--- config.mk ---
export PLATFORM = sky130hd
export DESIGN_NAME = uart_tx_arbiter
export DESIGN_NICKNAME = d
export VERILOG_FILES = /design/src/rtl/uart_tx_arbiter.sv
export SDC_FILE = /design/constraint.sdc
export NUM_CORES = 1
export LEC_CHECK = 0
export ABC_AREA = 1
export CAP_MARGIN = 20
export CORE_MARGIN = 2
export CORE_UTILIZATION = 43
export DETAILED_ROUTE_END_ITERATION = 8
export PLACE_DENSITY_LB_ADDON = 0.15
export SLEW_MARGIN = 20
export SYNTH_ARGS = -nofsm -noshare
export SYNTH_HDL_FRONTEND = slang
export SYNTH_SLANG_ARGS = --single-unit
--- constraint.sdc ---
create_clock -name clk -period 2.23 [get_ports clk]
set_input_delay 0.669 -clock clk [delete_from_list [all_inputs] [get_ports clk]]
set_output_delay 0.669 -clock clk [all_outputs]
set_load 0.01 [all_outputs]
--- src/rtl/uart_tx_arbiter.sv ---
// Round-robin arbiter sharing one UART_TX among NUM_REQ byte producers.
// It takes one byte from the winning requester and issues a one-cycle send strobe.
// It then follows the transmitter busy flag until the frame completes.
// If busy never rises within ACK_TIMEOUT cycles, the byte is dropped and timeout_err pulses.
module uart_tx_arbiter #(
  parameter int NUM_REQ     = 4,
  parameter int ACK_TIMEOUT = 15,
  parameter int GW          = $clog2(NUM_REQ)
) (
  input  logic                 clk,
  input  logic                 reset,
  input  logic [NUM_REQ-1:0]   req_valid,
  input  logic [8*NUM_REQ-1:0] req_data,
  output logic [NUM_REQ-1:0]   req_ready,
  output logic [7:0]           tx_data,
  output logic                 tx_send,
  input  logic                 tx_busy,
  output logic [GW-1:0]        grant_id,
  output logic                 arb_busy,
  output logic                 timeout_err
);

  localparam int CW = $clog2(ACK_TIMEOUT + 1);

  typedef enum logic [1:0] {IDLE, SEND, WAIT_ACK, WAIT_DONE} state_t;

  state_t        r_state;
  state_t        w_next;
  logic [GW-1:0] r_last_grant;
  logic [CW-1:0] r_ack_cnt;
  logic [7:0]    r_tx_data;
  logic          r_tx_send;
  logic [GW-1:0] r_grant_id;
  logic          r_timeout_err;

  logic [GW-1:0] w_winner;
  logic          w_any;
  logic [7:0]    w_win_data;
  logic          w_accept;
  logic          w_ack_expire;

  // Round-robin search starting just after the last grant; the nearest valid index wins
  always_comb begin
    logic [GW-1:0] idx;
    w_winner = '0;
    w_any    = 1'b0;
    idx      = '0;
    // Scanning from the farthest offset down lets the nearest valid requester overwrite the rest
    for (int unsigned k = NUM_REQ; k > 0; k--) begin
      idx = GW'((32'(r_last_grant) + k) % NUM_REQ);
      if (req_valid[idx]) begin
        w_any    = 1'b1;
        w_winner = idx;
      end
    end
  end

  // Select the byte of the current winner
  always_comb begin
    w_win_data = '0;
    for (int unsigned i = 0; i < NUM_REQ; i++) begin
      if (w_winner == GW'(i)) w_win_data = req_data[8*i +: 8];
    end
  end

  assign w_accept     = (r_state == IDLE) && !tx_busy && w_any;
  assign w_ack_expire = (r_ack_cnt == CW'(ACK_TIMEOUT - 1));

  // State register
  always_ff @(posedge clk or posedge reset) begin
    if (reset) r_state <= IDLE;
    else       r_state <= w_next;
  end

  // Next-state logic; a busy flag seen in WAIT_ACK takes priority over an expiring timeout
  always_comb begin
    w_next = r_state;
    case (r_state)
      IDLE:      if (w_accept) w_next = SEND;
      SEND:      w_next = WAIT_ACK;
      WAIT_ACK:  if (tx_busy) w_next = WAIT_DONE;
                 else if (w_ack_expire) w_next = IDLE;
      WAIT_DONE: if (!tx_busy) w_next = IDLE;
      default:   w_next = IDLE;
    endcase
  end

  // Combinational outputs: one-hot ready on the winner while idle, suppressed during reset
  always_comb begin
    req_ready = '0;
    for (int unsigned i = 0; i < NUM_REQ; i++) begin
      req_ready[i] = w_accept && !reset && (w_winner == GW'(i));
    end
    arb_busy = (r_state != IDLE);
  end

  // Registered datapath: captured byte, grant bookkeeping, send strobe, ack timer and error pulse
  always_ff @(posedge clk or posedge reset) begin
    if (reset) begin
      r_tx_data     <= '0;
      r_tx_send     <= 1'b0;
      r_grant_id    <= '0;
      r_last_grant  <= GW'(NUM_REQ - 1);
      r_ack_cnt     <= '0;
      r_timeout_err <= 1'b0;
    end else begin
      r_tx_send     <= w_accept;
      r_timeout_err <= (r_state == WAIT_ACK) && !tx_busy && w_ack_expire;
      if (w_accept) begin
        r_tx_data    <= w_win_data;
        r_grant_id   <= w_winner;
        r_last_grant <= w_winner;
      end
      if ((r_state == WAIT_ACK) && !tx_busy && !w_ack_expire) r_ack_cnt <= r_ack_cnt + 1'b1;
      else                                                    r_ack_cnt <= '0;
    end
  end

  assign tx_data     = r_tx_data;
  assign tx_send     = r_tx_send;
  assign grant_id    = r_grant_id;
  assign timeout_err = r_timeout_err;

endmodule

Word level (Yosys, flattened, before mapping)

Cells that the tools add are included.

Register bits: 20
Input port bits: 39
Output and inout bits: 17
Logic and storage cells: 69

Add/sub/neg operators: 5
$lt $le $gt $ge: 4
Equality and inequality tests: 10
Multiplexer cells: 26
Reductions and logical operators: 17

Operators with widths:

| operator                                                   | count |
|---|---|
| two-way mux 8 bit                                          | 4 |
| two-way mux 2 bit                                          | 8 |
| less-than comparator 2 x 3 -> 1 bit, second input constant | 4 |
| logical AND 1 bit                                          | 10 |
| binary-select mux 1 bit (select 2 bit)                     | 4 |
| equality test 2 bit, second input constant                 | 4 |
| two-way mux 1 bit                                          | 8 |
| one-hot mux 2 bit (4 select lines)                         | 1 |
| adder 2 x 1 -> 2 bit, second input constant                | 2 |
| adder 2 bit, second input constant                         | 2 |
| adder 4 x 1 -> 4 bit, second input constant                | 1 |
| equality test 2 x 1 -> 1 bit, second input constant        | 2 |
| equality test 4 bit, second input constant                 | 1 |
| logical NOT 2 bit                                          | 2 |
| two-way mux 4 bit                                          | 1 |
| inequality test 2 bit, second input constant               | 2 |
| logical NOT 1 bit                                          | 3 |
| inequality test 3 bit, second input constant               | 1 |
| AND reduction 3 bit                                        | 1 |
| nonzero test 2 bit                                         | 1 |

Depth between registers and ports, before layout

Gate-level depths: netlist of run 1.

Depth in word-level cells: 12
Mapped depth: 15
Gate-level depth less buffers: 15

Worst setup path before layout of run 1

OpenSTA, ideal clock, no wires.

Path kind: input port to output port
Start: input port req_valid[1]
End: output port req_ready[0]
Arrival: 1697 ps
Data required time: 1561 ps
Slack: -136 ps
Stages: 9
Buffers on the path: 1
Cells stage by stage: inv_1 o21ai_1 nand2_1 nand2_1 nand2_2 nand3_2 nand2_8 buf_8 nor3_1

Cells in the longest elaborated chain, start to end: 9
Elaborated cells between the ends (all ways): 20
Those cells by class: mux (16); reduce/logical (4)

Ends and longest elaborated chain:

| what                                    | line | RTL |
|---|---|---|
| start: declaration                      | 12   | `input logic [NUM_REQ-1:0] req_valid,` |
| binary-select mux 1 bit (select 2 bit)  | 51   | `if (req_valid[idx]) begin` |
| two-way mux 1 bit (implied by the code) | 51   |  |
| two-way mux 1 bit (4 in series)         | 51   |  |
| logical AND 1 bit                       | 66   | `assign w_accept = (r_state == IDLE) && !tx_busy && w_any;` |
| logical AND 1 bit                       | 92   | `req_ready[i] = w_accept && !reset && (w_winner == GW'(i));` |
| logical AND 1 bit (*)                   | 92   |  |
| end: declaration                        | 14   | `output logic [NUM_REQ-1:0] req_ready,` |

Mark *: on every way between the ends. The rest lies on a longest branch, timed or not. The select of a mux whose other input is x is not followed.

Worst setup path in the final report of run 1

Start: register r_last_grant[0]
End: output port req_ready[2]

Cells in the longest elaborated chain, start to end: 10
Elaborated cells between the ends (all ways): 24
Those cells by class: add/sub (4); eq/ne (1); mux (16); reduce/logical (3)

Ends and longest elaborated chain:

| what                                    | line | RTL |
|---|---|---|
| start: declaration                      | 29   | `logic [GW-1:0] r_last_grant;` |
| start signal: assignment                | 103  | `r_last_grant <= GW'(NUM_REQ - 1);` |
| start signal: assignment                | 112  | `r_last_grant <= w_winner;` |
| adder 2 x 1 -> 2 bit                    | 50   | `idx = GW'((32'(r_last_grant) + k) % NUM_REQ);` |
| binary-select mux 1 bit (select 2 bit)  | 51   |  |
| two-way mux 1 bit (implied by the code) | 51   |  |
| two-way mux 1 bit (4 in series)         | 51   |  |
| logical AND 1 bit                       | 66   |  |
| logical AND 1 bit                       | 92   |  |
| logical AND 1 bit (*)                   | 92   |  |

Marked as above.

==> summary.md, run 1 <==
| Metric | Value |
|---|---|
| Slew Viols, Final | 0 |
| First-pass GRT wire length | 5740 um |
| Root Buffer Master | clkbuf_4 |
| Violated checks | negative setup slack |
| HPWL after DPL | 2950 um |
| PnR worst setup slack | -0.453 ns |
| Ys flop type | dfrtp_1 |
| Worst skew pair latency | 0.30 ns |
| Gr ovfl total | 0 |
| Total routed wirelength | 3910 um |
| Vias | 1541 |
| Pwr/cell area | 1560 nW/um2 |
| Max Freq | 373 MHz |
| Number of port buffers | 55 |
| Post-synthesis sequential area ratio | 0.361 |
| Leakage | 1.22 nW |
| Actual slew at the worst max-slew pin | 0.314 ns |
| Area contributors post-synth | dfrtp_1 (32%), nand2_1 (22%), nand3_1 (6.8%) |
| FP Rows | 20 |
| Die height | 60.9 um |
| Post-Place Worst Slack | -1.09 ns |
| Setup Skew | 0.00263 ns |
| RSZ-0062 raised after global routing | true |
| Register bit total from synthesis | 20 |
| GR Util met3 | 0.0299 |
| Tmin final | 2.68 ns |
| Final worst path period share | 1.20 |
| Cells after Synth | 203 |
| Rel. slew slack | 0.790 |
| Synth warn | 0 |
| Yosys cell types | 29 |
| Cell Area, Synth | 1390 um2 |
| Asr flop ratio synth | 1.00 |
| Initial Utilization | 0.453 |
| Number of synthesized flops with an enable pin | 0 |
| CTS Buffer Depth | 2 |
| Worst Setup Start Kind | register |
| Crit path required time | 1.56 ns |
| Clk pin slew, worst setup/hold paths | 0.11 ns |
| Number of vias per cell | 4.64 |
| Nets | 330 |
| Setup Crit Path Kind | reg2out |
| Clock Sinks | 20 |
| Hold Crit Class | reg2reg |
| Routed Antenna Nets | 0 |
| Via count of the first global-routing pass | 1331 |
| Detailed Route Iter0 Violations | 117 |
| CP Max Fanout | 8 |
| I/O Pins | 56 |
| CTS tree | done |
| Commonest cells in the netlist | nand2_1 (82), inv_1 (20), nand3_1 (19), dfrtp_1 (18), nand2_2 (10) |
| Synth-to-layout area growth | 70.4% |
| Max Cap Viol | 0 |
| Avg Inst Size Synth | 6.87 um2 |
| Total die area | 3710 um2 |
| Global-route total usage across every layer | 0.210 |
| GR Layer Usage met1 | 0.306 |
| Routed len/inst | 11.8 um |
| Cell with the most instances after synthesis | nand2_1 |
| Post-synthesis cell type with the largest combined area | dfrtp_1 |
| Final setup vio count | 4 |
| Initial antenna violation count | 0 |
| Met2 Usage GRT | 0.320 |
| Share of cells above drive strength 1 | 0.306 |
| Largest net degree at the start of global routing | 21 |
| Hold WS | 0.489 ns |
| Layer with the highest usage | met2 |
| DRC | 0 |
| Total iterations of the first detailed-routing run | 4 |
| CTS Buf Count | 3 |
| Number of diodes | 0 |
| Top-area cell type share of the netlist area | 0.323 |
| Die extent in x | 60.9 um |
| GPL Wtd Cong | 0.781 |
| VDD IR max | 814 uV |
| Final hold violations | 0 |
| Core Region | 3080 um2 |
| H-tree depth | 1 |
| Crit path arrival time | 2.01 ns |
| Status | finished, violations left |
| Syn Nets | 244 |
| Crit end category | output port |
==> kinds of logic after synthesis <==
kind of cell | Yosys count | share of synthesized area
simple gates | 131 | 0.438
buf+inv | 29 | 0.0960
flops | 20 | 0.361
compound gates | 19 | 0.0745
xor+xnor | 2 | 0.0126
fa+ha+maj | 2 | 0.0180
==> worst max-delay path, stage by stage (launching register included) <==
cell,delay [ns]
dfstp_2,0.60
buf_8,0.16
nand2_4,0.05
nand2_4,0.09
nand2_2,0.07
a21oi_2,0.14
nand2_2,0.07
nand2_4,0.15
inv_4,0.05
nor3_4,0.16
buf_2,0.16
==> per-stage QoR <==
step	utilization	total power, mW	cell area, um2	instances	TNS, ns
global route	0.772	4.03	2370	332	-2.32
CTS	0.735	3.44	2260	326	-1.66
floorplan	-	2.28	1480	203	0
detailed placement	0.718	3.18	2210	320	-7.99
global placement	0.718	3.14	2210	320	-7.60
finish	0.772	3.72	2370	332	-1.68
==> sequential cells by signal, indices dropped and copies added (netlist names) <==
signal        count
r_state           2
timeout_err       1
r_ack_cnt         4
grant_id          2
r_last_grant      2
tx_send           1
tx_data           8
==> layer usage <==
metal	part of all wire	wire (um)
met1	0.46	1820
met3	0.046	181
met5	0	0
met2	0.48	1870
met4	0.010	40
==> area by class of cell <==
type,instances,area (um2)
multi-input cells,154,888
repair buffers,86,786
fillers,243,703
inverters,24,106
clock buffers,4,36.3
flip-flops and latches,20,503
well taps,44,55.1
==> placed cells by master (no fill, tap or decap), types with 4 or more instances in the layout <==
cell type,Yosys,layout
nand2_1,82,71
nand3_1,19,19
nand2_4,2,7
nor3_4,0,5
buf_2,3,4
dfrtp_1,18,18
inv_4,1,5
o21ai_0,8,6
nor2_1,8,6
nand2_2,10,16
inv_1,20,15
o21ai_1,6,6
buf_4,0,26
clkdlybuf4s50_1,0,46
buf_6,1,4
==> final timing paths <==
kind | startpoint | end | slack [ns] | depth (start not counted)
worst min-delay path | tx_data[7]$_DFFE_PP0P_ | tx_data[7]$_DFFE_PP0P_ | 0.49 | 2
max in group asynchronous | reset | r_last_grant[1]$_DFFE_PP1P_ | 1.19 | 3
worst min register to register | tx_data[7]$_DFFE_PP0P_ | tx_data[7]$_DFFE_PP0P_ | 0.49 | 2
worst max-delay path | r_last_grant[0]$_DFFE_PP1P_ | req_ready[2] | -0.45 | 10
min in group asynchronous | reset | tx_data[1]$_DFFE_PP0P_ | 0.78 | 3
worst max register to register | r_last_grant[0]$_DFFE_PP1P_ | tx_data[6]$_DFFE_PP0P_ | 0.07 | 16
==> power by group <==
part           total [mW]  switching (mW)  internal, mW
clock               0.208           0.109        0.0997
combinational        2.91            1.61          1.30
sequential          0.597          0.0884         0.509
==> repair_timing <==
action / in CTS / in global routing
pin swaps: 4 / 11
resized for setup: 28 / 19
setup buffers: 2 / 6
hold buffers: 0 / 0
endpoints found under the setup margin: 12 / 10
Note: power is estimated with default switching activity, not from simulation.
==> inputs of run 2 (changes only) <==
SLEW_MARGIN = 40   (was 20)
==> results of run 2 <==
Same layout as run 1: the final DEF is identical, and so are final timing and power.
==> inputs of run 3 (changes only) <==
CAP_MARGIN = default   (was 20)
==> results of run 3 <==
Same layout as run 1: the final DEF is identical, and so are final timing and power.
